## config.mk

```make
export PLATFORM = sky130hd
export DESIGN_NAME = fetch_stage
export DESIGN_NICKNAME = d
export VERILOG_FILES = /design/src/rtl/fetch_stage.sv
export SDC_FILE = /design/constraint.sdc
export NUM_CORES = 1
export LEC_CHECK = 0
export BUFFER_PORTS_ARGS = -buffer_cell sky130_fd_sc_hd__buf_2
export CORE_MARGIN = 2
export CORE_UTILIZATION = 50
export DETAILED_ROUTE_END_ITERATION = 8
export PLACE_DENSITY = 0.81
export SLEW_MARGIN = 40
export SYNTH_ARGS = -nofsm -noshare
export SYNTH_HDL_FRONTEND = slang
export SYNTH_SLANG_ARGS = --single-unit
```

## constraint.sdc

```tcl
create_clock -name clk -period 4.8 [get_ports clk]
set_clock_uncertainty 0.1 [all_clocks]
set_input_delay 0.48 -clock clk [delete_from_list [all_inputs] [get_ports clk]]
set_output_delay 0.48 -clock clk [all_outputs]
set_load 0.1 [all_outputs]
```

## src/rtl/fetch_stage.sv

```systemverilog
// RV32I fetch stage and IF/ID register: credit-limited imem requests, in-order response queue,
// stale-response dropping after redirects. Define FETCH_PERF_EN to add bubble/drop counters.
module fetch_stage #(
  parameter int unsigned     XLEN     = 32,
  parameter logic [XLEN-1:0] RESET_PC = '0,
  parameter int unsigned     QDEPTH   = 2
) (
  input  logic            clk,
  input  logic            rst_n,
  input  logic            StallF,
  input  logic            StallD,
  input  logic            FlushD,
  input  logic            PCSrcE,
  input  logic [XLEN-1:0] PCTargetE,
  output logic            imem_req_valid,
  input  logic            imem_req_ready,
  output logic [XLEN-1:0] imem_req_addr,
  input  logic            imem_rsp_valid,
  input  logic [31:0]     imem_rsp_data,
  output logic [31:0]     InstrD,
  output logic [XLEN-1:0] PCD,
  output logic [XLEN-1:0] PCPlus4D,
  output logic            ValidD,
  output logic            FetchEmptyF
`ifdef FETCH_PERF_EN
  ,
  output logic [31:0]     perf_bubble_cnt,
  output logic [31:0]     perf_drop_cnt
`endif
);

  localparam int unsigned AW  = $clog2(QDEPTH);
  localparam int unsigned CW  = AW + 1;
  localparam logic [31:0] NOP = 32'h0000_0013;

  typedef struct packed {
    logic [XLEN-1:0] pc;
    logic [31:0]     instr;
  } qent_t;

  logic [XLEN-1:0] pcf_q, pcf_d;
  logic [CW-1:0]   out_q, out_d, drop_q, drop_d, qcnt_q, qcnt_d;
  logic [AW-1:0]   qrd_q, qrd_d, qwr_q, qwr_d, trd_q, trd_d, twr_q, twr_d;
  logic [31:0]     instrd_q, instrd_d;
  logic [XLEN-1:0] pcd_q, pcd_d, pcplus4d_q, pcplus4d_d;
  logic            validd_q, validd_d;

  qent_t           q_mem   [QDEPTH];
  logic [XLEN-1:0] tag_mem [QDEPTH];

  logic  accept, rsp_keep, rsp_drop, d_load, q_empty, pop, push, bypass;
  qent_t head;

  always_comb begin
    d_load         = !FlushD && !StallD;
    q_empty        = (qcnt_q == '0);
    head           = q_mem[qrd_q];
    // Credits cover both in-flight requests and queued words, so a response always has a slot.
    imem_req_valid = rst_n && !StallF && !PCSrcE && ((out_q + qcnt_q) < CW'(QDEPTH));
    imem_req_addr  = pcf_q;
    accept         = imem_req_valid && imem_req_ready;
    rsp_keep       = imem_rsp_valid && (drop_q == '0) && !PCSrcE;
    rsp_drop       = imem_rsp_valid && !rsp_keep;
    pop            = d_load && !q_empty;
    bypass         = d_load && q_empty && rsp_keep;
    push           = rsp_keep && !bypass;
    FetchEmptyF    = q_empty && !rsp_keep;
  end

  // NOTE: every variable gets a default at the top of the block so no path can infer a latch.
  always_comb begin
    pcf_d      = pcf_q;
    out_d      = out_q + CW'(accept) - CW'(imem_rsp_valid);
    drop_d     = drop_q;
    qcnt_d     = qcnt_q + CW'(push) - CW'(pop);
    qrd_d      = qrd_q + AW'(pop);
    qwr_d      = qwr_q + AW'(push);
    trd_d      = trd_q + AW'(rsp_keep);
    twr_d      = twr_q + AW'(accept);
    instrd_d   = instrd_q;
    pcd_d      = pcd_q;
    pcplus4d_d = pcplus4d_q;
    validd_d   = validd_q;

    if (PCSrcE) begin
      // Everything still owed by memory belongs to the abandoned path.
      pcf_d  = PCTargetE;
      drop_d = out_q - CW'(imem_rsp_valid);
      qcnt_d = '0;
      qrd_d  = '0;
      qwr_d  = '0;
      trd_d  = '0;
      twr_d  = '0;
    end else begin
      if (accept) pcf_d = pcf_q + XLEN'(4);
      if (rsp_drop) drop_d = drop_q - CW'(1);
    end

    if (FlushD) begin
      instrd_d = NOP;
      validd_d = 1'b0;
    end else if (!StallD) begin
      if (!q_empty) begin
        instrd_d   = head.instr;
        pcd_d      = head.pc;
        pcplus4d_d = head.pc + XLEN'(4);
        validd_d   = 1'b1;
      end else if (rsp_keep) begin
        instrd_d   = imem_rsp_data;
        pcd_d      = tag_mem[trd_q];
        pcplus4d_d = tag_mem[trd_q] + XLEN'(4);
        validd_d   = 1'b1;
      end else begin
        instrd_d = NOP;
        validd_d = 1'b0;
      end
    end
  end

  // NOTE: sequential state uses non-blocking assignments so every flop samples pre-edge values.
  always_ff @(posedge clk or negedge rst_n) begin
    if (!rst_n) begin
      pcf_q      <= RESET_PC;
      out_q      <= '0;
      drop_q     <= '0;
      qcnt_q     <= '0;
      qrd_q      <= '0;
      qwr_q      <= '0;
      trd_q      <= '0;
      twr_q      <= '0;
      instrd_q   <= NOP;
      pcd_q      <= '0;
      pcplus4d_q <= XLEN'(4);
      validd_q   <= 1'b0;
    end else begin
      pcf_q      <= pcf_d;
      out_q      <= out_d;
      drop_q     <= drop_d;
      qcnt_q     <= qcnt_d;
      qrd_q      <= qrd_d;
      qwr_q      <= qwr_d;
      trd_q      <= trd_d;
      twr_q      <= twr_d;
      instrd_q   <= instrd_d;
      pcd_q      <= pcd_d;
      pcplus4d_q <= pcplus4d_d;
      validd_q   <= validd_d;
    end
  end

  // NOTE: storage arrays are not reset; the pointers and counts alone decide which entries are live.
  always_ff @(posedge clk) begin
    if (push)   q_mem[qwr_q]   <= '{pc: tag_mem[trd_q], instr: imem_rsp_data};
    if (accept) tag_mem[twr_q] <= pcf_q;
  end

  always_ff @(posedge clk) begin
    if (rst_n && push && !pop) assert (qcnt_q != CW'(QDEPTH));
  end

  assign InstrD   = instrd_q;
  assign PCD      = pcd_q;
  assign PCPlus4D = pcplus4d_q;
  assign ValidD   = validd_q;

`ifdef FETCH_PERF_EN
  logic [31:0] bubble_q, bubble_d, dropc_q, dropc_d;

  always_comb begin
    bubble_d = bubble_q;
    dropc_d  = dropc_q;
    if (d_load && q_empty && !rsp_keep && (bubble_q != '1)) bubble_d = bubble_q + 32'd1;
    if (rsp_drop && (dropc_q != '1)) dropc_d = dropc_q + 32'd1;
  end

  always_ff @(posedge clk or negedge rst_n) begin
    if (!rst_n) begin
      bubble_q <= '0;
      dropc_q  <= '0;
    end else begin
      bubble_q <= bubble_d;
      dropc_q  <= dropc_d;
    end
  end

  assign perf_bubble_cnt = bubble_q;
  assign perf_drop_cnt   = dropc_q;
`endif

endmodule

```

# Word-level counts from Yosys, hierarchy flattened

Memory sizes are Yosys's and may differ from the RTL's.
Index checks and enable logic that the tools add are counted.

Mux-type cells: 25
$lt $le $gt $ge: 1
$add $sub $neg: 14
Reductions and logical operators: 25
Bitwise gates (word level): 2
Equality and inequality tests: 2

Operators with widths:

| cell                  | count |
|---|---|
| $mux 32               | 10 |
| $add 32x3->32 const B | 3 |
| $logic_and 1x1->1     | 13 |
| $mux 1                | 12 |
| $logic_not 1->1       | 7 |
| $mux 2                | 3 |
| $sub 2x1->2           | 3 |
| $add 1x1->1           | 4 |
| $add 2x1->2           | 2 |
| $logic_not 2->1       | 2 |
| $reduce_bool 2->1     | 2 |
| $reduce_and 3->1      | 1 |
| $add 2x2->2           | 1 |
| $lt 2x2->1 const B    | 1 |
| $ne 2x1->1 const B    | 1 |
| $ne 2x2->1 const B    | 1 |
| $not 1->1             | 2 |
| $sub 2x1->2 const B   | 1 |

Flip-flop bits (word level): 139
RAM bits: 192
Output and inout bits: 131
Memories kept: 2

Memory list:

| memory  | words | bits a word | rd ports | clocked after Yosys merged registers in | wr ports | RTL line | text |
|---|---|---|---|---|---|---|---|
| q_mem   | 2     | 64          | 1        | 0                                       | 1        | 48       | `qent_t q_mem [QDEPTH];` |
| tag_mem | 2     | 32          | 1        | 0                                       | 1        | 49       | `logic [XLEN-1:0] tag_mem [QDEPTH];` |

# Longest topological paths before layout

Gate-level depths: netlist of run 1.

Word-level depth: 9
Mapped depth: 15

# Worst setup path after synthesis of run 1

OpenSTA, ideal clock, no wires.

Kind: register to register
From: register qcnt_q[1]
To: memory q_mem[1][0] (netlist bit), enable pin
Data arrival time: 3.071 ns
Library setup time: 0.429 ns
Data required time: 4.271 ns
Slack: 1.200 ns
Stages on the path, launching flop included: 8
Period minus slack after synthesis: 3.600 ns
Path through: dfrtp_1 -> nor2_1 -> buf_6 -> buf_2 -> buf_6 -> clkbuf_1 -> a211oi_1 -> ha_1

Cells in the longest elaborated chain, start to end: 7

Ends and longest elaborated chain:

| what                           | RTL line | text |
|---|---|---|
| from (decl)                    | 42       | `logic [CW-1:0] out_q, out_d, drop_q, drop_d, qcnt_q, qcnt_d;` |
| from (signal assigned)         | 139      | `qcnt_q <= qcnt_d;` |
| $logic_not 2->1                | 56       | `q_empty = (qcnt_q == '0);` |
| $logic_and 1x1->1 (2 in a row) | 65       | `bypass = d_load && q_empty && rsp_keep;` |
| $logic_not 1->1                | 66       | `push = rsp_keep && !bypass;` |
| $logic_and 1x1->1              | 66       |  |
| $mux 1                         | 153      | `if (push) q_mem[qwr_q] <= '{pc: tag_mem[trd_q], instr: imem_rsp_data};` |
| $mux 1 (implied by the code)   | 153      |  |
| to (decl)                      | 48       |  |

No other way between the ends.

# Worst setup path in the final report of run 1

From: register qrd_q
To: register pcplus4d_q[22] (netlist: PCPlus4D[22])

Cells in the longest elaborated chain, start to end: 3

Ends and longest elaborated chain:

| what                   | RTL line | text |
|---|---|---|
| from (decl)            | 43       | `logic [AW-1:0] qrd_q, qrd_d, qwr_q, qwr_d, trd_q, trd_d, twr_q, twr_d;` |
| from (signal assigned) | 140      | `qrd_q <= qrd_d;` |
| $mem_v2 2x64           | n/a      |  |
| $add 32x3->32          | 106      | `pcplus4d_d = head.pc + XLEN'(4);` |
| $mux 32                | 103      | `if (!q_empty) begin` |
| to (signal assigned)   | 146      | `pcplus4d_q <= pcplus4d_d;` |
| to (decl)              | 45       | `logic [XLEN-1:0] pcd_q, pcd_d, pcplus4d_q, pcplus4d_d;` |

No other way between the ends.
A chain may end at the register's enable or synchronous reset.

==> impl_metrics.tcl, run 1 <==
set metrics [dict create \
    clockRootBuffer "clkbuf_16" \
    utilization_pct 59.8 \
    worstPathArrival_ps 3760 \
    drv_cap 0 \
    clock_latency_ps 520 \
    area_growth_pct 17.9 \
    synth-main-ff-cell "edfxtp_1" \
    power.leakage_nw 6.73 \
    worstPathMaxFanout 48 \
    fin_ws_ps 1400 \
    dp_cells 1626 \
    fmax_mhz 294 \
    dieArea_um2 29500 \
    startpoint_type "register" \
    cp.required_ps 5160 \
    drc 0 \
    dpl.hpwl_mm 21.7 \
    maxSlewViolCount 0 \
    endpoint_kind "register" \
    layout-drive-gt1-share_pct 27.4 \
    clk_pin_slew_ps 60 \
    coreArea_um2 27800 \
    rows 61 \
    design_area_um2 16600 \
    grt_overflow 0 \
    place_area_um2 15400 \
    fin_crit_sh_pct 70.9 \
    dieWidth_um 172 \
    seq_area_frac_synth_pct 65.3 \
    rsz0062_at_grt "no" \
    grt_pass1_vias 9329 \
    hold_ws_ps 63.6 \
    antenna_found_initial 1 \
    clk_path_buf_depth 3 \
    start_util_pct 50.7 \
    portBuffers 202 \
    worst_slew_pin_slew_ps 855 \
    cts_tree "built" \
    chipHeight_um 172 \
    fillers 2196 \
    ys_warn_count 0 \
    synthTopCellsByArea "edfxtp_1, dfrtp_1, mux2_2" \
    gp_congestion 0.896 \
    crit_type "reg -> reg" \
    synth_area_um2 14100 \
    outcome "finished, final reports clean" \
    ant_nets 0 \
    r2r-start "qrd_q" \
    synth_nets 1171 \
    synth_top_area_share_pct 40.9 \
    cp-startpoint "qrd_q" \
    grt_pass1_wl_mm 49.8 \
    ys_ff_latch 329 \
    cp_slowest_stage_delay_ps 890 \
    period_needed_ps 3400 \
    wl_mm 31.7 \
    cts_resized 0 \
    fin_setup_tns_ps 0 \
    netlist-cell-type-count 62 \
    vias 9546 \
    crit_path_top_delay_cell "dfrtp_4" \
    path_cells "mux2i_1, o21ai_0, ha_1, o21ai_1, or3_1, or4_1, or3_1, nand3_1" \
    drtIter0Drc 844 \
    setup_violations 0 \
    layout.nets 1370 \
    numCtsBuffers 35 \
    wl_per_cell_um 18.7 \
    hp-class "in -> reg" \
    grt_max_degree 60 \
    syn_avg_cell_area_um2 13.0 \
    vdd_drop_max_uv 454 \
    synth_edf_count 192 \
    hold_viol 0 \
    h-tree-depth 2 \
    io_pins 203 \
    dr.pass1.iters 7 \
    clkSinkCount 329 \
    final_cells 1692 \
    totalPowerFinal_mw 10.1 \
    postSynthCellCount 1087 \
    seqCellArea_um2 9200 \
    track_usage_pct 21.7 \
    path_common_cell "or3_1" \
    slew_headroom_pct 42.4 \
    min_from "imem_rsp_data[21]" \
    powerDensity_nw_per_um2 610 \
    dp_worst_setup_slack_ps 1410 \
    yosys.area.top_type "edfxtp_1" \
    vias_per_cell 5.64 \
    multi_input_area_um2 4530 \
    async_flop_share_pct 41.6 \
]
-- layout by cell type (no fill, tap or decap), types with 4 or more instances in the layout --
cell type	count
nor3b_1	5
a21oi_1	21
clkinv_2	5
clkbuf_16	36
mux2i_1	59
dfstp_2	4
inv_1	17
buf_2	201
xnor2_1	26
o311ai_0	9
dfrtp_1	132
nand3_1	33
mux2_2	59
nor3_1	8
nand4_1	14
o21ai_0	72
a22oi_1	4
nor2_1	72
buf_4	16
a221o_1	34
nor4_1	6
a211oi_1	4
edfxtp_1	192
and3_1	11
clkbuf_8	4
nand2_1	152
xor2_1	12
ha_1	10
inv_6	4
nor2b_1	9
clkbuf_1	6
-- where the power goes --
| group | internal, mW | total, mW | switching, mW |
|---|---|---|---|
| sequential | 3.41 | 3.68 | 0.276 |
| combinational | 0.642 | 3.75 | 3.11 |
| clock | 1.62 | 2.71 | 1.09 |
-- metal layers --
| metal | wire length (um) | part of all wire (%) | track usage [%] |
|---|---|---|---|
| met1 | 13500 | 43 | 30.0 |
| met5 | 0 | 0 | 0 |
| met3 | 3050 | 9.6 | 4.92 |
| met4 | 733 | 2.3 | 7.01 |
| met2 | 14400 | 45 | 34.3 |
-- critical path: cells and delay by family, from the launching register on --
family	cells	cell delay [ps]
AO/OA/AOI/OAI	2	410
AND/OR/NAND/NOR	4	1540
adder cells (fa/ha/maj)	1	240
multiplexers	1	150
flip-flops	1	890
-- cells in the mapped netlist (5+ instances only) --
library cell	instances
nand4_1	14
nor3_1	9
and3_1	12
buf_1	7
xor2_1	12
a21oi_1	21
buf_4	5
nor3b_1	5
buf_2	9
inv_1	17
o311ai_0	9
xnor2_1	26
nand2_1	152
ha_1	12
nor4_1	7
nor2_1	74
dfrtp_1	133
a221o_1	34
edfxtp_1	192
mux2_2	59
clkbuf_1	27
nand3_1	33
o21ai_0	73
mux2i_1	59
buf_6	8
nor2b_1	10
-- path summary, 6_finish.rpt --
check	cells after the start	to	slack, ps
setup / recovery	8	PCPlus4D[22]	1400
hold / removal	1	q_mem[1][21]	60
setup reg to reg	8	PCPlus4D[22]	1400
hold reg to reg	2	PCD[14]	370
max in group asynchronous	3	qrd_q	3240
min in group asynchronous	2	InstrD[6]	330
-- flip-flops by register name, summed over array words and instances, names as in the netlist, 2 cells and up --
| register | cells |
|---|---|
| q_mem | 128 |
| InstrD | 32 |
| PCPlus4D | 30 |
| qcnt_q | 2 |
| PCD | 32 |
| drop_q | 2 |
| imem_req_addr | 32 |
| out_q | 2 |
| tag_mem | 64 |
-- what timing repair did --
action / in CTS / in global routing
endpoints found under the hold margin: 31 / 0
hold buffers: 1 / 0
setup buffers: 0 / 0
-- logic make-up (layout without fill, tap and decap cells) --
group	count (synthesis)	after routing	share of synthesized area (%)
AO/OA/AOI/OAI	169	169	8.11
XOR/XNOR	38	38	2.36
adder cells (fa/ha/maj)	12	12	1.07
buffers and inverters	75	301	2.79
flip-flops	329	329	65.3
multiplexers	119	119	9.01
other	0	1	0
AND/OR/NAND/NOR	345	345	11.4
-- layout make-up --
type	count	share of cell area, %
flip-flops and latches	329	55.4
diodes	1	0.0151
clock inverters	18	1.21
multi-input cells	683	27.3
repair buffers	220	6.97
clock buffers	46	5.89
well taps	378	2.85
inverters	17	0.384
(Power assumes the default switching activity.)
==> inputs of run 2 (changes only) <==
ABC_AREA = 1   (was not set)
PLACE_DENSITY = 0.84   (was 0.81)
clock period = 3 ns   (was 4.8 ns; I/O delays follow)
==> impl_metrics.tcl, run 2 <==
set metrics [dict create \
    period_needed_ps 2680 \
    hold_viol 0 \
    clk_pin_slew_ps 60 \
    worstPathArrival_ps 2280 \
    synthTopCellsByArea "edfxtp_1, dfrtp_1, nand2_1" \
    synth_area_um2 15000 \
    rsz0062_at_grt "no" \
    synth_edf_count 192 \
    vias_per_cell 5.44 \
    final_cells 2236 \
    maxSlewViolCount 0 \
    ant_nets 0 \
    slew_headroom_pct 52.7 \
    numCtsBuffers 35 \
    h-tree-depth 2 \
    rows 63 \
    grt_pass1_wl_mm 60.6 \
    portBuffers 202 \
    area_growth_pct 20.7 \
    r2r-start "qcnt_q[1]" \
    crit_path_top_delay_cell "buf_2" \
    r2r_end "PCPlus4D[30]" \
    vias 12200 \
    min_to "imem_req_addr[3]" \
    utilization_pct 61.2 \
    fillers 2305 \
    post_cts_buffers 0 \
    vdd_drop_max_uv 481 \
    dp_worst_setup_slack_ps 456 \
    fin_ws_ps 320 \
    io_pins 203 \
    outcome "finished, final reports clean" \
    yosys.area.top_type "edfxtp_1" \
    largest_register_ffs 128 \
    endpoint_kind "output pin" \
    grt_max_degree 71 \
    cp_slowest_stage_delay_ps 510 \
    fin_setup_tns_ps 0 \
    power.leakage_nw 7.94 \
    wl_mm 37.9 \
    reg2regPathDepth 11 \
    place_area_um2 16400 \
    reg.largest.list "q_mem x128, tag_mem x64" \
    clockRootBuffer "clkbuf_16" \
    dp_cells 2111 \
    start_util_pct 50.7 \
    chipHeight_um 177 \
    synth_nets 1647 \
    coreArea_um2 29600 \
    netlist-cell-type-count 37 \
    fin_crit_sh_pct 89.3 \
    dieWidth_um 177 \
    startpoint_type "register" \
    synth_common_cells "nand2_1, edfxtp_1, dfrtp_1" \
    ctsHoldBuffers 61 \
    clkSinkCount 329 \
    min_from "PCTargetE[3]" \
    setup_violations 0 \
    design_area_um2 18100 \
    antenna_found_initial 1 \
    worst_slew_pin_slew_ps 709 \
    drtIter0Drc 1354 \
    layout-drive-gt1-share_pct 19.2 \
    clock_latency_ps 500 \
    layout.nets 1903 \
    worst_hold_path.num_cells 3 \
    drc 0 \
    largest-register "q_mem" \
    crit_type "reg -> out" \
    rrSetupSlack_ps 400 \
    worstPathMaxFanout 27 \
    seq_area_frac_synth_pct 61.4 \
    powerDensity_nw_per_um2 947 \
    dr.pass1.iters 6 \
    ys_ff_latch 329 \
    ys_warn_count 0 \
    syn_avg_cell_area_um2 9.59 \
    wl_per_cell_um 16.9 \
    layout_common_cells "nand2_1, buf_2, edfxtp_1" \
    grt_overflow 0 \
    async_flop_share_pct 41.6 \
    synth-main-ff-cell "edfxtp_1" \
    drv_cap 0 \
    grt_pass1_vias 11800 \
    cts_resized 0 \
    hp-class "in -> reg" \
    cp.required_ps 2600 \
    dpl.hpwl_mm 24.6 \
    path_cells "inv_2, nand2_2, nor2_1, buf_2" \
    postSynthCellCount 1563 \
    dieArea_um2 31400 \
    mostFrequentLayoutCell "nand2_1" \
    clk_path_buf_depth 3 \
    fmax_mhz 373 \
    cts_tree "built" \
    synth_top_area_share_pct 38.5 \
    gp_congestion 0.904 \
    track_usage_pct 24.3 \
    yosysMostFrequentCell "nand2_1" \
]
run 2: changes by cell type after synthesis, sizes merged, moves of 13 or more:
cell and change:
nand2 +419, inv +83, nand3 +69, nor2 +68
mux2 -59, mux2i -59, a221o -34, a31oi +33
xnor2 -19, a21oi +18, buf +17, o21ai -17
o211ai +13
run 2: cell type report:
cell class | instances | area [um2] | area share [%]
clock buffers | 57 | 1050 | 5.81
multi-input cells | 1062 | 5030 | 27.8
diodes | 1 | 2.50 | 0.0138
flip-flops and latches | 329 | 9200 | 50.9
repair buffers | 291 | 1880 | 10.4
inverters | 100 | 375 | 2.08
well taps | 390 | 488 | 2.70
clock inverters | 6 | 55.1 | 0.304
run 2: worst max-delay path: cells and delay by family, from the launching register on:
kind	cells	cell delay (ps)
DFF	1	490
buffers and inverters	2	610
and+or+nand+nor	2	670
run 2: worst max path at each step:
stage	start	endpoint	slack, ps
floorplan	drop_q[0]	q_mem[1][0]	-440
global placement	qcnt_q[1]	PCPlus4D[20]	520
detailed placement	qcnt_q[1]	PCPlus4D[20]	460
CTS	qcnt_q[1]	FetchEmptyF	300
global route	qcnt_q[1]	PCPlus4D[29]	200
finish	qcnt_q[1]	FetchEmptyF	320
run 2: logic make-up (layout without fill, tap and decap cells):
logic type	Yosys count	in the layout	share of synthesized area (%)
simple gates	853	853	24.1
buf+inv	172	454	5.24
xor+xnor	31	31	1.81
other cells	0	1	0
fa+ha+maj	12	12	1.00
mux	1	1	0.0752
compound gates	165	165	6.38
flops	329	329	61.4
run 2: power by group:
group	total (mW)	internal [mW]	switching, mW
Sequential	5.97	5.51	0.461
Clock	4.16	2.48	1.68
Combinational	7.00	1.23	5.78
run 2: metal layers:
metal	wire (um)	up-vias	global-route usage [%]
li1	-	5664	-
met1	15900	5748	34.3
met2	17700	640	38.1
met3	3110	107	3.99
met4	1230	0	9.06
met5	0	-	0
run 2: metrics by stage:
step / power (mW) / hold slack [ps]
floorplan: 11.6 / -95.6
global placement: 12.8 / 352
detailed placement: 13.0 / 361
CTS: 17.2 / 1.03
global route: 17.8 / 44.1
finish: 17.1 / 16.9
